[src/rtl/tx_spatial_cb_if.sv]
// Wide-to-lanes AXI-Stream bundle for tx_spatial_cb.
// The slave modport is the splitter's view: it sinks the wide stream and sources the lane streams.
// The master modport is the surrounding environment's view.
interface tx_spatial_cb_if #(
  parameter int unsigned DWIDTH_IN  = 240,
  parameter int unsigned DWIDTH_OUT = 240,
  parameter int unsigned N_CHANNEL  = 1
);
  logic [DWIDTH_IN-1:0]    s_axis_tdata;
  logic [DWIDTH_IN/8-1:0]  s_axis_tkeep;
  logic                    s_axis_tlast;
  logic                    s_axis_tvalid;
  logic                    s_axis_tready;

  logic [DWIDTH_OUT-1:0]   m_axis_tdata [N_CHANNEL];
  logic [DWIDTH_OUT/8-1:0] m_axis_tkeep [N_CHANNEL];
  logic [N_CHANNEL-1:0]    m_axis_tlast;
  logic [N_CHANNEL-1:0]    m_axis_tvalid;
  logic [N_CHANNEL-1:0]    m_axis_tready;

  modport slave (
    input  s_axis_tdata, s_axis_tkeep, s_axis_tlast, s_axis_tvalid,
    output s_axis_tready,
    output m_axis_tdata, m_axis_tkeep, m_axis_tlast, m_axis_tvalid,
    input  m_axis_tready
  );

  modport master (
    output s_axis_tdata, s_axis_tkeep, s_axis_tlast, s_axis_tvalid,
    input  s_axis_tready,
    input  m_axis_tdata, m_axis_tkeep, m_axis_tlast, m_axis_tvalid,
    output m_axis_tready
  );
endinterface

[src/rtl/tx_spatial_cb.sv]
// Transmit-side spatial channel bonding: splits one wide AXI-Stream beat across N_CHANNEL lanes,
// each lane holding a one-entry output register so lanes may drain with up to one beat of skew.
module tx_spatial_cb #(
  parameter int unsigned DWIDTH_IN  = 240,
  parameter int unsigned DWIDTH_OUT = 240,
  parameter int unsigned N_CHANNEL  = 1
) (
  input logic             clk,
  input logic             rst,
  tx_spatial_cb_if.slave  axis_io
);
  localparam int unsigned KeepW = DWIDTH_IN / 8 / N_CHANNEL;

  logic [N_CHANNEL-1:0]  pend_q, pend_d;
  logic [N_CHANNEL-1:0]  tlast_q, tlast_d;
  logic [N_CHANNEL-1:0]  load;
  logic [DWIDTH_OUT-1:0] tdata_q [N_CHANNEL];
  logic [KeepW-1:0]      tkeep_q [N_CHANNEL];
  logic                  ready;
  logic                  accept;
  int                    lowest;

  // Input ready: every lane must be empty or draining this cycle; forced low during reset.
  always_comb begin
    ready = ~rst & (&(~pend_q | axis_io.m_axis_tready));
    accept = ready & axis_io.s_axis_tvalid;
    axis_io.s_axis_tready = ready;
  end

  // Lane participation, tlast placement and pending next-state; a reload beats a drain.
  always_comb begin
    // Empty last beat falls back to the top lane alone.
    lowest = int'(N_CHANNEL) - 1;
    for (int i = int'(N_CHANNEL) - 1; i >= 0; i--) begin
      if (|axis_io.s_axis_tkeep[i*KeepW +: KeepW]) lowest = i;
    end
    load    = '0;
    tlast_d = '0;
    pend_d  = '0;
    for (int i = 0; i < int'(N_CHANNEL); i++) begin
      load[i]    = accept & (~axis_io.s_axis_tlast | (i >= lowest));
      tlast_d[i] = axis_io.s_axis_tlast & (i == lowest);
      pend_d[i]  = load[i] | (pend_q[i] & ~axis_io.m_axis_tready[i]);
    end
  end

  // Lane registers: load the input slice on acceptance, otherwise hold.
  always_ff @(posedge clk or posedge rst) begin
    if (rst) begin
      pend_q  <= '0;
      tlast_q <= '0;
      for (int i = 0; i < int'(N_CHANNEL); i++) begin
        tdata_q[i] <= '0;
        tkeep_q[i] <= '0;
      end
    end else begin
      pend_q <= pend_d;
      for (int i = 0; i < int'(N_CHANNEL); i++) begin
        if (load[i]) begin
          tdata_q[i] <= axis_io.s_axis_tdata[i*DWIDTH_OUT +: DWIDTH_OUT];
          tkeep_q[i] <= axis_io.s_axis_tkeep[i*KeepW +: KeepW];
          tlast_q[i] <= tlast_d[i];
        end
      end
    end
  end

  // Drive the lane outputs straight from the registers.
  always_comb begin
    axis_io.m_axis_tvalid = pend_q;
    axis_io.m_axis_tlast  = tlast_q;
    for (int i = 0; i < int'(N_CHANNEL); i++) begin
      axis_io.m_axis_tdata[i] = tdata_q[i];
      axis_io.m_axis_tkeep[i] = tkeep_q[i];
    end
  end
endmodule

[src/flat_wrapper.sv]
// flat-port wrapper written by rule: the top's interface ports become plain ports
module tx_spatial_cb_flat 
#(
  parameter int unsigned DWIDTH_IN  = 240,
  parameter int unsigned DWIDTH_OUT = 240,
  parameter int unsigned N_CHANNEL  = 1
)
  (clk, rst, axis_io_s_axis_tdata, axis_io_s_axis_tkeep, axis_io_s_axis_tlast, axis_io_s_axis_tvalid, axis_io_s_axis_tready, axis_io_m_axis_tdata, axis_io_m_axis_tkeep, axis_io_m_axis_tlast, axis_io_m_axis_tvalid, axis_io_m_axis_tready);
  tx_spatial_cb_if #(.DWIDTH_IN(DWIDTH_IN), .DWIDTH_OUT(DWIDTH_OUT), .N_CHANNEL(N_CHANNEL)) axis_io_i ();
  input logic clk;
  input logic rst;
  input wire logic [$bits(axis_io_i.s_axis_tdata)-1:0] axis_io_s_axis_tdata;
  input wire logic [$bits(axis_io_i.s_axis_tkeep)-1:0] axis_io_s_axis_tkeep;
  input wire logic [$bits(axis_io_i.s_axis_tlast)-1:0] axis_io_s_axis_tlast;
  input wire logic [$bits(axis_io_i.s_axis_tvalid)-1:0] axis_io_s_axis_tvalid;
  output wire logic [$bits(axis_io_i.s_axis_tready)-1:0] axis_io_s_axis_tready;
  output wire logic [$bits(axis_io_i.m_axis_tdata)-1:0] axis_io_m_axis_tdata;
  output wire logic [$bits(axis_io_i.m_axis_tkeep)-1:0] axis_io_m_axis_tkeep;
  output wire logic [$bits(axis_io_i.m_axis_tlast)-1:0] axis_io_m_axis_tlast;
  output wire logic [$bits(axis_io_i.m_axis_tvalid)-1:0] axis_io_m_axis_tvalid;
  input wire logic [$bits(axis_io_i.m_axis_tready)-1:0] axis_io_m_axis_tready;
  assign axis_io_i.s_axis_tdata = axis_io_s_axis_tdata;
  assign axis_io_i.s_axis_tkeep = axis_io_s_axis_tkeep;
  assign axis_io_i.s_axis_tlast = axis_io_s_axis_tlast;
  assign axis_io_i.s_axis_tvalid = axis_io_s_axis_tvalid;
  assign axis_io_s_axis_tready = axis_io_i.s_axis_tready;
  assign axis_io_m_axis_tdata = {>>{axis_io_i.m_axis_tdata}};
  assign axis_io_m_axis_tkeep = {>>{axis_io_i.m_axis_tkeep}};
  assign axis_io_m_axis_tlast = axis_io_i.m_axis_tlast;
  assign axis_io_m_axis_tvalid = axis_io_i.m_axis_tvalid;
  assign axis_io_i.m_axis_tready = axis_io_m_axis_tready;
  tx_spatial_cb #(.DWIDTH_IN(DWIDTH_IN), .DWIDTH_OUT(DWIDTH_OUT), .N_CHANNEL(N_CHANNEL)) u_core (.clk(clk), .rst(rst), .axis_io(axis_io_i));
endmodule
[config.mk]
export PLATFORM = sky130hd
export DESIGN_NAME = tx_spatial_cb_flat
export DESIGN_NICKNAME = d
export VERILOG_FILES = /design/src/rtl/tx_spatial_cb_if.sv /design/src/rtl/tx_spatial_cb.sv /design/src/flat_wrapper.sv
export SDC_FILE = /design/constraint.sdc
export NUM_CORES = 1
export LEC_CHECK = 0
export ABC_AREA = 1
export CAP_MARGIN = 20
export CELL_PAD_IN_SITES_DETAIL_PLACEMENT = 1
export CELL_PAD_IN_SITES_GLOBAL_PLACEMENT = 1
export CORE_AREA = 3 3 212 214
export DETAILED_ROUTE_END_ITERATION = 8
export DIE_AREA = 0 0 215 217
export GPL_TIMING_DRIVEN = 1
export PLACE_DENSITY = 0.68
export SYNTH_ARGS = -nofsm -noshare
export SYNTH_HDL_FRONTEND = slang
export SYNTH_SLANG_ARGS = --single-unit
[constraint.sdc]
create_clock -name clk -period 18.85 [get_ports clk]
set_input_delay 3.77 -clock clk [delete_from_list [all_inputs] [get_ports clk]]
set_output_delay 3.77 -clock clk [all_outputs]
set_load 0.01 [all_outputs]
Word level (Yosys, flattened, before mapping)
Index checks and enable logic that the tools add are counted.
{"block": "classes", "n_bitwise": 8}
{"op": "bitwise AND 1 bit", "n": 3}
{"op": "inverter 1 bit", "n": 3}
{"op": "OR 1 bit", "n": 2}
{"block": "word_totals", "regBits": 272, "inputBits": 275}

Longest topological paths before layout
Gate-level depths: netlist of the first run.
{"block": "depth", "depth_word": 5, "mapped_depth": 8, "ltp_nobuf": 5}

Worst setup path before layout of the first run
Ideal clock, no wire load.
{"block": "synth_timing", "path_type": "input to register", "start": "input rst", "end": "register u_core.tdata_q (netlist bit u_core.axis_io.m_axis_tdata[231])", "stages": 5, "arrival_time_ns": 7.805, "path_slack_ns": 10.962, "required_time_ns": 18.767, "cell_sequence": "inv_1 > buf_2 > buf_2 > nand4_1 > nand2_1"}
{"block": "synth_via", "elab_chain_cells": 3}
{"element": "start: declaration", "line": "flat_wrapper.sv:11", "text": "input logic rst;"}
{"element": "inverter 1 bit", "line": "tx_spatial_cb.sv:25", "text": "ready = ~rst & (&(~pend_q | axis_io.m_axis_tready));"}
{"element": "bitwise AND 1 bit", "line": "tx_spatial_cb.sv:25"}
{"element": "bitwise AND 1 bit", "line": "tx_spatial_cb.sv:26", "text": "accept = ready & axis_io.s_axis_tvalid;"}
{"element": "end signal: indexed assignment", "line": "tx_spatial_cb.sv:60", "text": "tdata_q[i] <= axis_io.s_axis_tdata[i*DWIDTH_OUT +: DWIDTH_OUT];"}
{"element": "end: declaration", "line": "tx_spatial_cb.sv:17", "text": "logic [DWIDTH_OUT-1:0] tdata_q [N_CHANNEL];"}
No other way between the ends.
A chain may end at the register's enable or synchronous reset.

Worst setup path in the final report of the first run
{"block": "layout_timing", "start": "input axis_io_m_axis_tready", "end": "output axis_io_s_axis_tready"}
{"block": "layout_via", "elab_chain_cells": 2}
{"element": "start: declaration", "line": "flat_wrapper.sv:21", "text": "input wire logic [$bits(axis_io_i.m_axis_tready)-1:0] axis_io_m_axis_tready;"}
{"element": "OR 1 bit", "line": "tx_spatial_cb.sv:25"}
{"element": "bitwise AND 1 bit", "line": "tx_spatial_cb.sv:25"}
{"element": "end: declaration", "line": "flat_wrapper.sv:16", "text": "output wire logic [$bits(axis_io_i.s_axis_tready)-1:0] axis_io_s_axis_tready;"}
No other way between the ends.

==> results.sh, run 1 <==
export IMPL_dp_final_hpwl_mm=31.2
export IMPL_finClkSkew_ns=0.00866
export IMPL_leakagePower_nw=8.40
export IMPL_nets=1962
export IMPL_crit_required_ns=15.08
export IMPL_antenna_left=0
export IMPL_synth_seq_area_share=0.607
export IMPL_crit_end="axis_io_s_axis_tready"
export IMPL_synth_adder_area_share=0
export IMPL_cts_made_buffers=34
export IMPL_drt_met1_wl_mm=18.2
export IMPL_synth_xor_area_share=0
export IMPL_wl_per_cell_um=19.9
export IMPL_crit_family="buffers and inverters"
export IMPL_tightest_slew_ns=1.11
export IMPL_netlist_cell_type_count=13
export IMPL_hold_viol=0
export IMPL_regToRegSetupSlack_ns=15.79
export IMPL_track_usage=0.189
export IMPL_initial_core_util=0.260
export IMPL_clkTransAtPathRegs_ns=0.05
export IMPL_min_period_over_period=0.473
export IMPL_clock_latency_ns=0.52
export IMPL_start_kind="input port"
export IMPL_io_pins=548
export IMPL_dr_wl_met2_mm=21.8
export IMPL_maxCapViolCount=0
export IMPL_rr_worst_depth=6
export IMPL_synthToLayoutAreaGrowth_pct=61.4
export IMPL_critical_path_buf_inv_count=3
export IMPL_drc_errors=0
export IMPL_totalWireLength_mm=45.7
export IMPL_criticalPathCategory="input port to output pin"
export IMPL_synth_area_mux_share=0
export IMPL_worstPathMaxFanout=2
export IMPL_syn_num_nets=1486
export IMPL_cp_arrival_ns=5.14
export IMPL_relSlewSlack=0.259
export IMPL_cts_tree="yes"
export IMPL_cp_slowest_cell="clkdlybuf4s50_1"
export IMPL_num_rows=76
export IMPL_fin_setup_tns_ns=0
export IMPL_yosysWarnings=0
export IMPL_first_iter_violations=733
export IMPL_dr_total_vias=10900
export IMPL_power_density_nw_per_um2=103
export IMPL_finalMaxSlewViolations=0
export IMPL_wl_met3_mm=4.40
export IMPL_core_um2=43100
export IMPL_cts_hold_buffers=0
export IMPL_power_mw=1.85
export IMPL_synth_top_family_by_area="simple AND/OR/NAND/NOR gates"
export IMPL_antenna_found_initial=4
export IMPL_status="complete, no violations"
export IMPL_grt_overflow=0
export IMPL_cts_num_sinks=272
export IMPL_synth_simple_area_share=0.334
export IMPL_syn_area_um2=11200
export IMPL_cts_htree_levels=2
export IMPL_period_minus_slack_ns=8.91
export IMPL_hp_start="u_core.axis_io.m_axis_tdata[28]"
export IMPL_regToRegStartpoint="u_core.axis_io.m_axis_tvalid"
export IMPL_ir_drop_mv=0.0681
export IMPL_viasPerCell=4.72
export IMPL_startpoint="axis_io_m_axis_tready"
export IMPL_netlist_instances=1211
export IMPL_fmax_mhz=112
export IMPL_die_x_um=215
export IMPL_clock_path_buffers=3
export IMPL_synth_seq_cells=272
export IMPL_crit_top_cell="clkdlybuf4s50_1"
export IMPL_grt_max_degree=191
export IMPL_path_depth=4
export IMPL_synth_compound_area_share=0.000447
export IMPL_grt_pass1_vias=11500
export IMPL_dr_max_layer_used="met5"
export IMPL_clockRootBuffer="clkbuf_16"
export IMPL_rsz0062_at_grt="false"
export IMPL_end_kind="output pin"
export IMPL_post_cts_setup_buffer_count=0
export IMPL_io_buffers=547
export IMPL_setup_violations=0
export IMPL_path_cells="clkdlybuf4s50_1 > inv_2 > a21oi_1 > clkdlybuf4s50_1"
export IMPL_dieArea_um2=46700
export IMPL_hp_class="flop to flop"
export IMPL_final_area_um2=18100
export IMPL_drtPass1Iterations=5
export IMPL_place_congestion=0.815
export IMPL_synth_area_per_cell_um2=9.25
export IMPL_drive_gt1_frac=0.0392
export IMPL_post_cts_resized=0
export IMPL_placed_area_um2=16900
export IMPL_reg2reg_to="u_core.axis_io.m_axis_tkeep[16]"
export IMPL_fp_dieH_um=217
export IMPL_cpPeakStageDelay_ns=0.57
export IMPL_grt_pass1_wl_mm=69.8
==> per-layer routing <==
metal / track usage / up-vias
met5: 0 / -
met4: 0.0687 / 2
met3: 0.0737 / 68
met2: 0.313 / 411
met1: 0.223 / 5299
li1: - / 5081
==> logic make-up (layout without fill, tap and decap cells) <==
group | Yosys count | count (layout)
compound gates | 1 | 1
buf+inv | 122 | 622
flops | 272 | 272
other cells | 0 | 4
simple gates | 816 | 816
==> power breakdown <==
part           switching (mW)  internal [mW]  total [mW]
Sequential             0.0522          0.677       0.729
Combinational           0.219          0.248       0.466
Clock                   0.257          0.403       0.659
==> tightest hold or removal path, cell delays in order, from the launching register on <==
cell and delay (ns):
dfrtp_1 0.34, nand2_1 0.05, nand2_1 0.05
==> worst min path at each step <==
stage / depth (start not counted) / end / slack (ns)
after floorplan: 2 / u_core.axis_io.m_axis_tdata[100] / 0.51
after global placement: 2 / u_core.axis_io.m_axis_tdata[216] / 0.45
after detailed placement: 2 / u_core.axis_io.m_axis_tdata[198] / 0.46
after CTS: 2 / u_core.axis_io.m_axis_tdata[28] / 0.47
after global routing: 2 / u_core.axis_io.m_axis_tdata[206] / 0.49
final: 2 / u_core.axis_io.m_axis_tdata[28] / 0.47
==> cells in the mapped netlist <==
cell type / n / share of area
buf_4: 13 / 0.0087
nand4_1: 271 / 0.15
buf_1: 4 / 0.0013
inv_1: 1 / 0.00033
dfrtp_1: 272 / 0.61
nand2_1: 543 / 0.18
inv_2: 1 / 0.00033
buf_6: 9 / 0.0090
a21oi_1: 1 / 0.00045
nand3_1: 1 / 0.00045
clkbuf_1: 33 / 0.011
nand2_2: 1 / 0.00056
buf_2: 61 / 0.027
==> cells in the final DEF, fill, tap and decap left out, drive strengths merged <==
| cell type | n |
|---|---|
| clkbuf | 57 |
| diode | 4 |
| nand3 | 1 |
| clkdlybuf4s50 | 546 |
| nand4 | 271 |
| a21oi | 1 |
| bufinv | 1 |
| clkinv | 3 |
| inv | 2 |
| buf | 13 |
| nand2 | 544 |
| dfrtp | 272 |
==> final cells by class <==
class | instances | area (um2)
repair buffers | 560 | 5620
fillers | 4906 | 25000
clock buffers | 56 | 1080
inverters | 2 | 15.0
clock inverters | 4 | 45.0
diodes | 4 | 10.0
well taps | 585 | 732
flip-flops and latches | 272 | 6810
multi-input cells | 817 | 3780
==> state kept, by name (all words and copies together), names as in the netlist <==
register	cells
u_core.axis_io.m_axis_tlast	1
u_core.axis_io.m_axis_tkeep	30
u_core.axis_io.m_axis_tvalid	1
u_core.axis_io.m_axis_tdata	240
==> through the flow <==
step	util	std cells	worst slack, ns	hold slack, ns
global placement	0.393	2235	9.96	0.452
detailed placement	0.393	2235	9.96	0.457
CTS	0.419	2295	9.94	0.471
global route	0.420	2299	9.90	0.486
finish	0.420	2300	9.94	0.468
floorplan	-	1211	10.34	0.506
No activity file was read; power rests on OpenSTA's default activity.
==> run 2: changes to the inputs <==
--- a/config.mk
+++ b/config.mk
@@ -9,9 +9,9 @@
 export CAP_MARGIN = 20
 export CELL_PAD_IN_SITES_DETAIL_PLACEMENT = 1
 export CELL_PAD_IN_SITES_GLOBAL_PLACEMENT = 1
-export CORE_AREA = 3 3 212 214
+export CORE_AREA = 3 3 213 215
 export DETAILED_ROUTE_END_ITERATION = 8
-export DIE_AREA = 0 0 215 217
+export DIE_AREA = 0 0 216 218
 export GPL_TIMING_DRIVEN = 1
 export PLACE_DENSITY = 0.68
 export SYNTH_ARGS = -nofsm -noshare
==> constraint.sdc (replaced) <==
create_clock -name clk -period 9.1 [get_ports clk]
set_input_delay 1.82 -clock clk [delete_from_list [all_inputs] [get_ports clk]]
set_output_delay 1.82 -clock clk [all_outputs]
set_load 0.01 [all_outputs]
==> run 2 against run 1 <==
  * Final cell count is essentially flat
  * Largest cell class unchanged
  * Clock power grew 110%
  * Total power grew 110%
  * Register-to-register slack lost 9.9 ns
==> results.sh, run 2 (synthesized netlist as in run 1, its figures left out) <==
export IMPL_regToRegSetupSlack_ns=5.87
export IMPL_die_x_um=216
export IMPL_end_kind="output pin"
export IMPL_cts_tree="yes"
export IMPL_viasPerCell=4.72
export IMPL_final_cell_mix="546 x clkdlybuf4s50_1, 543 x nand2_1, 272 x dfrtp_1"
export IMPL_drt_met1_wl_mm=18.1
export IMPL_cts_hold_buffers=0
export IMPL_post_route_util=0.411
export IMPL_dr_max_layer_used="met4"
export IMPL_comb_power_share=0.251
export IMPL_num_rows=77
export IMPL_tightest_slew_ns=1.18
export IMPL_cts_made_buffers=34
export IMPL_first_iter_violations=589
export IMPL_wl_per_cell_um=19.7
export IMPL_setup_violations=0
export IMPL_grt_pass1_wl_mm=68.8
export IMPL_p_int_mw=2.74
export IMPL_worstPathMaxFanout=2
export IMPL_grt_max_degree=186
export IMPL_dieArea_um2=47100
export IMPL_period_minus_slack_ns=4.85
export IMPL_regToRegStartpoint="u_core.axis_io.m_axis_tvalid"
export IMPL_finClkSkew_ns=0.0174
export IMPL_fin_setup_tns_ns=0
export IMPL_rsz0062_at_grt="false"
export IMPL_dr_wl_met2_mm=21.7
export IMPL_drive_gt1_frac=0.0387
export IMPL_rr_worst_depth=5
export IMPL_hold_viol=0
export IMPL_fp_dieH_um=218
export IMPL_dr_total_vias=10900
export IMPL_hp_class="flop to flop"
export IMPL_power_density_nw_per_um2=212
export IMPL_sw_frac_of_total=0.286
export IMPL_drtPass1Iterations=6
export IMPL_cts_num_sinks=272
export IMPL_hold_depth=2
export IMPL_synthToLayoutAreaGrowth_pct=61.0
export IMPL_clock_latency_ns=0.53
export IMPL_final_area_um2=18000
export IMPL_start_kind="input port"
export IMPL_placed_area_um2=16900
export IMPL_criticalPathCategory="input port to output pin"
export IMPL_finalMaxSlewViolations=0
export IMPL_grt_overflow=0
export IMPL_power_switching_mw=1.10
export IMPL_place_congestion=0.803
export IMPL_nets=1958
export IMPL_antenna_found_initial=2
export IMPL_maxCapViolCount=0
export IMPL_hp_start="u_core.axis_io.m_axis_tdata[112]"
export IMPL_drc_errors=0
export IMPL_largest_reg_flops=240
export IMPL_layout_commonest_cell="clkdlybuf4s50_1"
export IMPL_wl_met3_mm=4.10
export IMPL_crit_required_ns=7.28
export IMPL_status="complete, no violations"
export IMPL_clockRootBuffer="clkbuf_16"
export IMPL_fmax_mhz=206
export IMPL_post_cts_resized=0
export IMPL_clock_path_buffers=3
export IMPL_grt_pass1_vias=11300
export IMPL_initial_core_util=0.255
export IMPL_clkPwrFrac=0.354
export IMPL_totalWireLength_mm=45.3
export IMPL_fin_hold_ws_ns=0.467
export IMPL_cp_arrival_ns=3.03
export IMPL_pwr_share_seq=0.395
export IMPL_io_pins=548
export IMPL_reg2reg_to="u_core.axis_io.m_axis_tdata[75]"
export IMPL_clkTransAtPathRegs_ns=0.05
export IMPL_ir_drop_mv=0.115
export IMPL_leakagePower_nw=8.38
export IMPL_io_buffers=547
export IMPL_post_cts_setup_buffer_count=0
export IMPL_min_to="u_core.axis_io.m_axis_tdata[112]"
export IMPL_relSlewSlack=0.214
export IMPL_track_usage=0.185
export IMPL_cts_htree_levels=2
export IMPL_core_um2=43900
export IMPL_antenna_left=0
export IMPL_dp_final_hpwl_mm=30.3
export IMPL_min_period_over_period=0.533
run 2: area by class of cell:
class	instances	area [um2]
antenna	1	2.50
clock buffer	51	1050
clock inverter	8	67.6
fill	5072	25900
inverter	2	15.0
multi-input combinational	817	3780
sequential	272	6810
tap	592	741
timing repair buffer	556	5580
run 2: routing by layer:
layer / vias to the layer above / GRT usage
li1: 5064 / -
met1: 5296 / 0.221
met2: 415 / 0.310
met3: 76 / 0.0669
met4: 0 / 0.0624
met5: - / 0
run 2: stage by stage:
step	worst slack (ns)	power, mW	cells
final	4.25	3.83	2299
after global routing	4.18	4.03	2299
after CTS	4.24	3.90	2298
after detailed placement	4.10	2.51	2239
after global placement	4.10	2.48	2239
after floorplan	2.54	1.87	1211
run 2: worst max-delay path by stage:
stage | end | slack, ns | cells after the start | from
finish | axis_io_s_axis_tready | 4.25 | 3 | rst
global route | axis_io_s_axis_tready | 4.18 | 3 | rst
CTS | axis_io_s_axis_tready | 4.24 | 3 | rst
detailed placement | u_core.axis_io.m_axis_tdata[86] | 4.10 | 7 | axis_io_m_axis_tready
global placement | u_core.axis_io.m_axis_tdata[88] | 4.10 | 7 | axis_io_m_axis_tready
floorplan | u_core.axis_io.m_axis_tdata[0] | 2.54 | 3 | rst
run 2: power groups by stage:
stage / sequential (mW) / combinational [mW] / clock [mW]
CTS: 1.51 / 0.980 / 1.40
global route: 1.54 / 1.04 / 1.45
finish: 1.51 / 0.962 / 1.36
global placement: 1.52 / 0.960 / 0
detailed placement: 1.53 / 0.975 / 0
floorplan: 1.61 / 0.258 / 0
run 2: critical path: stages:
cell,delay (ns)
clkdlybuf4s50_1,0.51
a21oi_1,0.16
clkdlybuf4s50_1,0.55
==> run 3: changes to the inputs <==
--- a/config.mk
+++ b/config.mk
@@ -9,11 +9,12 @@
 export CAP_MARGIN = 20
 export CELL_PAD_IN_SITES_DETAIL_PLACEMENT = 1
 export CELL_PAD_IN_SITES_GLOBAL_PLACEMENT = 1
-export CORE_AREA = 3 3 213 215
+export CORE_ASPECT_RATIO = 0.75
+export CORE_MARGIN = 3
+export CORE_UTILIZATION = 26
 export DETAILED_ROUTE_END_ITERATION = 8
-export DIE_AREA = 0 0 216 218
 export GPL_TIMING_DRIVEN = 1
-export PLACE_DENSITY = 0.68
+export PLACE_DENSITY = 0.72
 export SYNTH_ARGS = -nofsm -noshare
 export SYNTH_HDL_FRONTEND = slang
 export SYNTH_SLANG_ARGS = --single-unit
==> constraint.sdc (replaced) <==
create_clock -name clk -period 4.02 [get_ports clk]
set_input_delay 0.804 -clock clk [delete_from_list [all_inputs] [get_ports clk]]
set_output_delay 0.804 -clock clk [all_outputs]
set_load 0.01 [all_outputs]
==> run 3 against run 2 <==
  * Clock skew is 0.0060 ns lower
  * Worst hold slack better by 0.00051 ns
  * Sequential power is 130% higher
  * Sequential cell count stayed put
  * Combinational power is 130% higher
  * Non-clock buffer count is 12 higher
  * Setup slack worse by 3.1 ns
  * Highest routed layer unchanged
  * Core utilization is 1.6 points higher
  * Global-route usage is 0.54 points higher
  * First-iteration DRC count is 0.51% higher
  * Register-to-register slack worse by 3.9 ns
  * Die area is 3.0% lower
==> results.sh, run 3 (synthesized netlist as in run 1, its figures left out) <==
export IMPL_status="complete, no violations"
export IMPL_ir_drop_mv=0.309
export IMPL_critical_path_buf_inv_count=2
export IMPL_place_congestion=0.812
export IMPL_clock_path_buffers=3
export IMPL_fmax_mhz=351
export IMPL_grt_overflow=0
export IMPL_core_um2=42300
export IMPL_gr_usage_met2=0.325
export IMPL_cts_hold_buffers=0
export IMPL_die_x_um=246
export IMPL_relSlewSlack=0.544
export IMPL_grt_pass1_vias=11400
export IMPL_grt_pass1_wl_mm=68.6
export IMPL_largest_reg_flops=240
export IMPL_synthToLayoutAreaGrowth_pct=61.1
export IMPL_clockRootBuffer="clkbuf_16"
export IMPL_hp_class="flop to flop"
export IMPL_power_switching_mw=2.44
export IMPL_post_cts_setup_buffer_count=0
export IMPL_fin_setup_tns_ns=0
export IMPL_crit_top_cell="clkdlybuf4s50_1"
export IMPL_fp_dieH_um=186
export IMPL_tightest_slew_ns=0.684
export IMPL_drtPass1Iterations=5
export IMPL_worstPathMaxFanout=2
export IMPL_totalWireLength_mm=45.6
export IMPL_dp_final_hpwl_mm=31.3
export IMPL_io_buffers=547
export IMPL_finClkSkew_ns=0.0114
export IMPL_criticalPathCategory="input port to output pin"
export IMPL_clock_latency_ns=0.58
export IMPL_layout_setup_ws_ns=1.17
export IMPL_fillers=4758
export IMPL_drc_errors=0
export IMPL_placed_area_um2=17100
export IMPL_start_kind="input port"
export IMPL_seq_area_um2=6810
export IMPL_pwr_share_seq=0.405
export IMPL_crit_family="buffers and inverters"
export IMPL_final_cell_mix="546 x clkdlybuf4s50_1, 543 x nand2_1, 272 x dfrtp_1"
export IMPL_gr_max_usage_layer="met2"
export IMPL_nets=1966
export IMPL_antenna_found_initial=1
export IMPL_cts_made_buffers=30
export IMPL_first_iter_violations=592
export IMPL_cts_htree_levels=1
export IMPL_power_density_nw_per_um2=468
export IMPL_path_cells="clkdlybuf4s50_1 > a21oi_1 > clkdlybuf4s50_1"
export IMPL_rsz0062_at_grt="false"
export IMPL_cts_tree="yes"
export IMPL_p_int_mw=6.01
export IMPL_maxCapViolCount=0
export IMPL_grt_util_met3=0.0609
export IMPL_drive_gt1_frac=0.0420
export IMPL_cp_arrival_ns=2.04
export IMPL_place_ws_ns=1.17
export IMPL_crit_required_ns=3.22
export IMPL_use_met1=0.229
export IMPL_clkPwrFrac=0.334
export IMPL_viasPerCell=4.74
export IMPL_clkTransAtPathRegs_ns=0.06
export IMPL_finalMaxSlewViolations=0
export IMPL_regToRegStartpoint="u_core.axis_io.m_axis_tvalid"
export IMPL_track_usage=0.190
export IMPL_sw_frac_of_total=0.289
export IMPL_setup_violations=0
export IMPL_end_kind="output pin"
export IMPL_leakagePower_nw=8.41
export IMPL_wl_per_cell_um=20.0
export IMPL_min_period_over_period=0.708
export IMPL_cp_slowest_cell="clkdlybuf4s50_1"
export IMPL_final_area_um2=18100
export IMPL_rr_worst_depth=5
export IMPL_fin_hold_ws_ns=0.467
export IMPL_hold_viol=0
export IMPL_post_cts_resized=0
export IMPL_grt_max_degree=141
export IMPL_dr_total_vias=10800
export IMPL_hold_depth=2
export IMPL_period_minus_slack_ns=2.85
export IMPL_min_to="u_core.axis_io.m_axis_tkeep[29]"
export IMPL_num_rows=65
export IMPL_multi_input_area_um2=3780
export IMPL_hp_start="u_core.axis_io.m_axis_tkeep[29]"
export IMPL_cpPeakStageDelay_ns=0.56
export IMPL_initial_core_util=0.265
export IMPL_layout_commonest_cell="clkdlybuf4s50_1"
export IMPL_regToRegSetupSlack_ns=1.94
export IMPL_cts_num_sinks=272
export IMPL_comb_power_share=0.261
export IMPL_reg2reg_to="u_core.axis_io.m_axis_tdata[216]"
export IMPL_io_pins=548
export IMPL_antenna_left=0
export IMPL_dieArea_um2=45700
## run 3: cell types whose count changed in the layout (fill, tap and decap cells not counted), sizes merged
| cell | before | now |
|---|---|---|
| clkbuf | 52 | 47 |
| bufinv | 1 | 2 |
| inv | 2 | 3 |
| clkinvlp | 1 | 0 |
| buf | 9 | 21 |
| clkinv | 6 | 5 |
## run 3: area by class of cell
| type | count | area share |
|---|---|---|
| antenna | 1 | 0.000139 |
| clock buffer | 46 | 0.0500 |
| clock inverter | 8 | 0.00520 |
| inverter | 2 | 0.000831 |
| multi-input combinational | 817 | 0.209 |
| sequential | 272 | 0.377 |
| tap | 569 | 0.0394 |
| timing repair buffer | 568 | 0.318 |
## run 3: power groups by stage
| stage | clock [mW] | combinational, mW | sequential [mW] |
|---|---|---|---|
| after detailed placement | 0 | 2.23 | 3.46 |
| after global placement | 0 | 2.19 | 3.44 |
| after CTS | 2.94 | 2.25 | 3.42 |
| after floorplan | 0 | 0.584 | 3.65 |
| after global routing | 3.05 | 2.39 | 3.48 |
| final | 2.83 | 2.21 | 3.42 |
## run 3: how the worst max path moves through the flow
stage / start / endpoint / depth (start not counted)
CTS: rst / axis_io_s_axis_tready / 3
finish: rst / axis_io_s_axis_tready / 3
global placement: rst / axis_io_s_axis_tready / 3
detailed placement: rst / axis_io_s_axis_tready / 3
floorplan: rst / u_core.axis_io.m_axis_tdata[0] / 3
global route: axis_io_m_axis_tready / axis_io_s_axis_tready / 4
## run 3: per-stage QoR
stage	utilization	power [mW]	std cells
finish	0.427	8.45	2283
global route	0.427	8.91	2283
CTS	0.427	8.61	2282
detailed placement	0.403	5.70	2228
global placement	0.403	5.63	2228
floorplan	-	4.23	1211
## run 3: metal layers
metal	vias up	wire, um
met5	-	0
met4	0	1530
met3	75	3540
met2	327	22300
met1	5336	18200
li1	5079	-
## run 3: tightest hold or removal path: stages (launching register included)
cell,delay [ns]
dfrtp_1,0.34
nand2_1,0.05
nand2_1,0.04
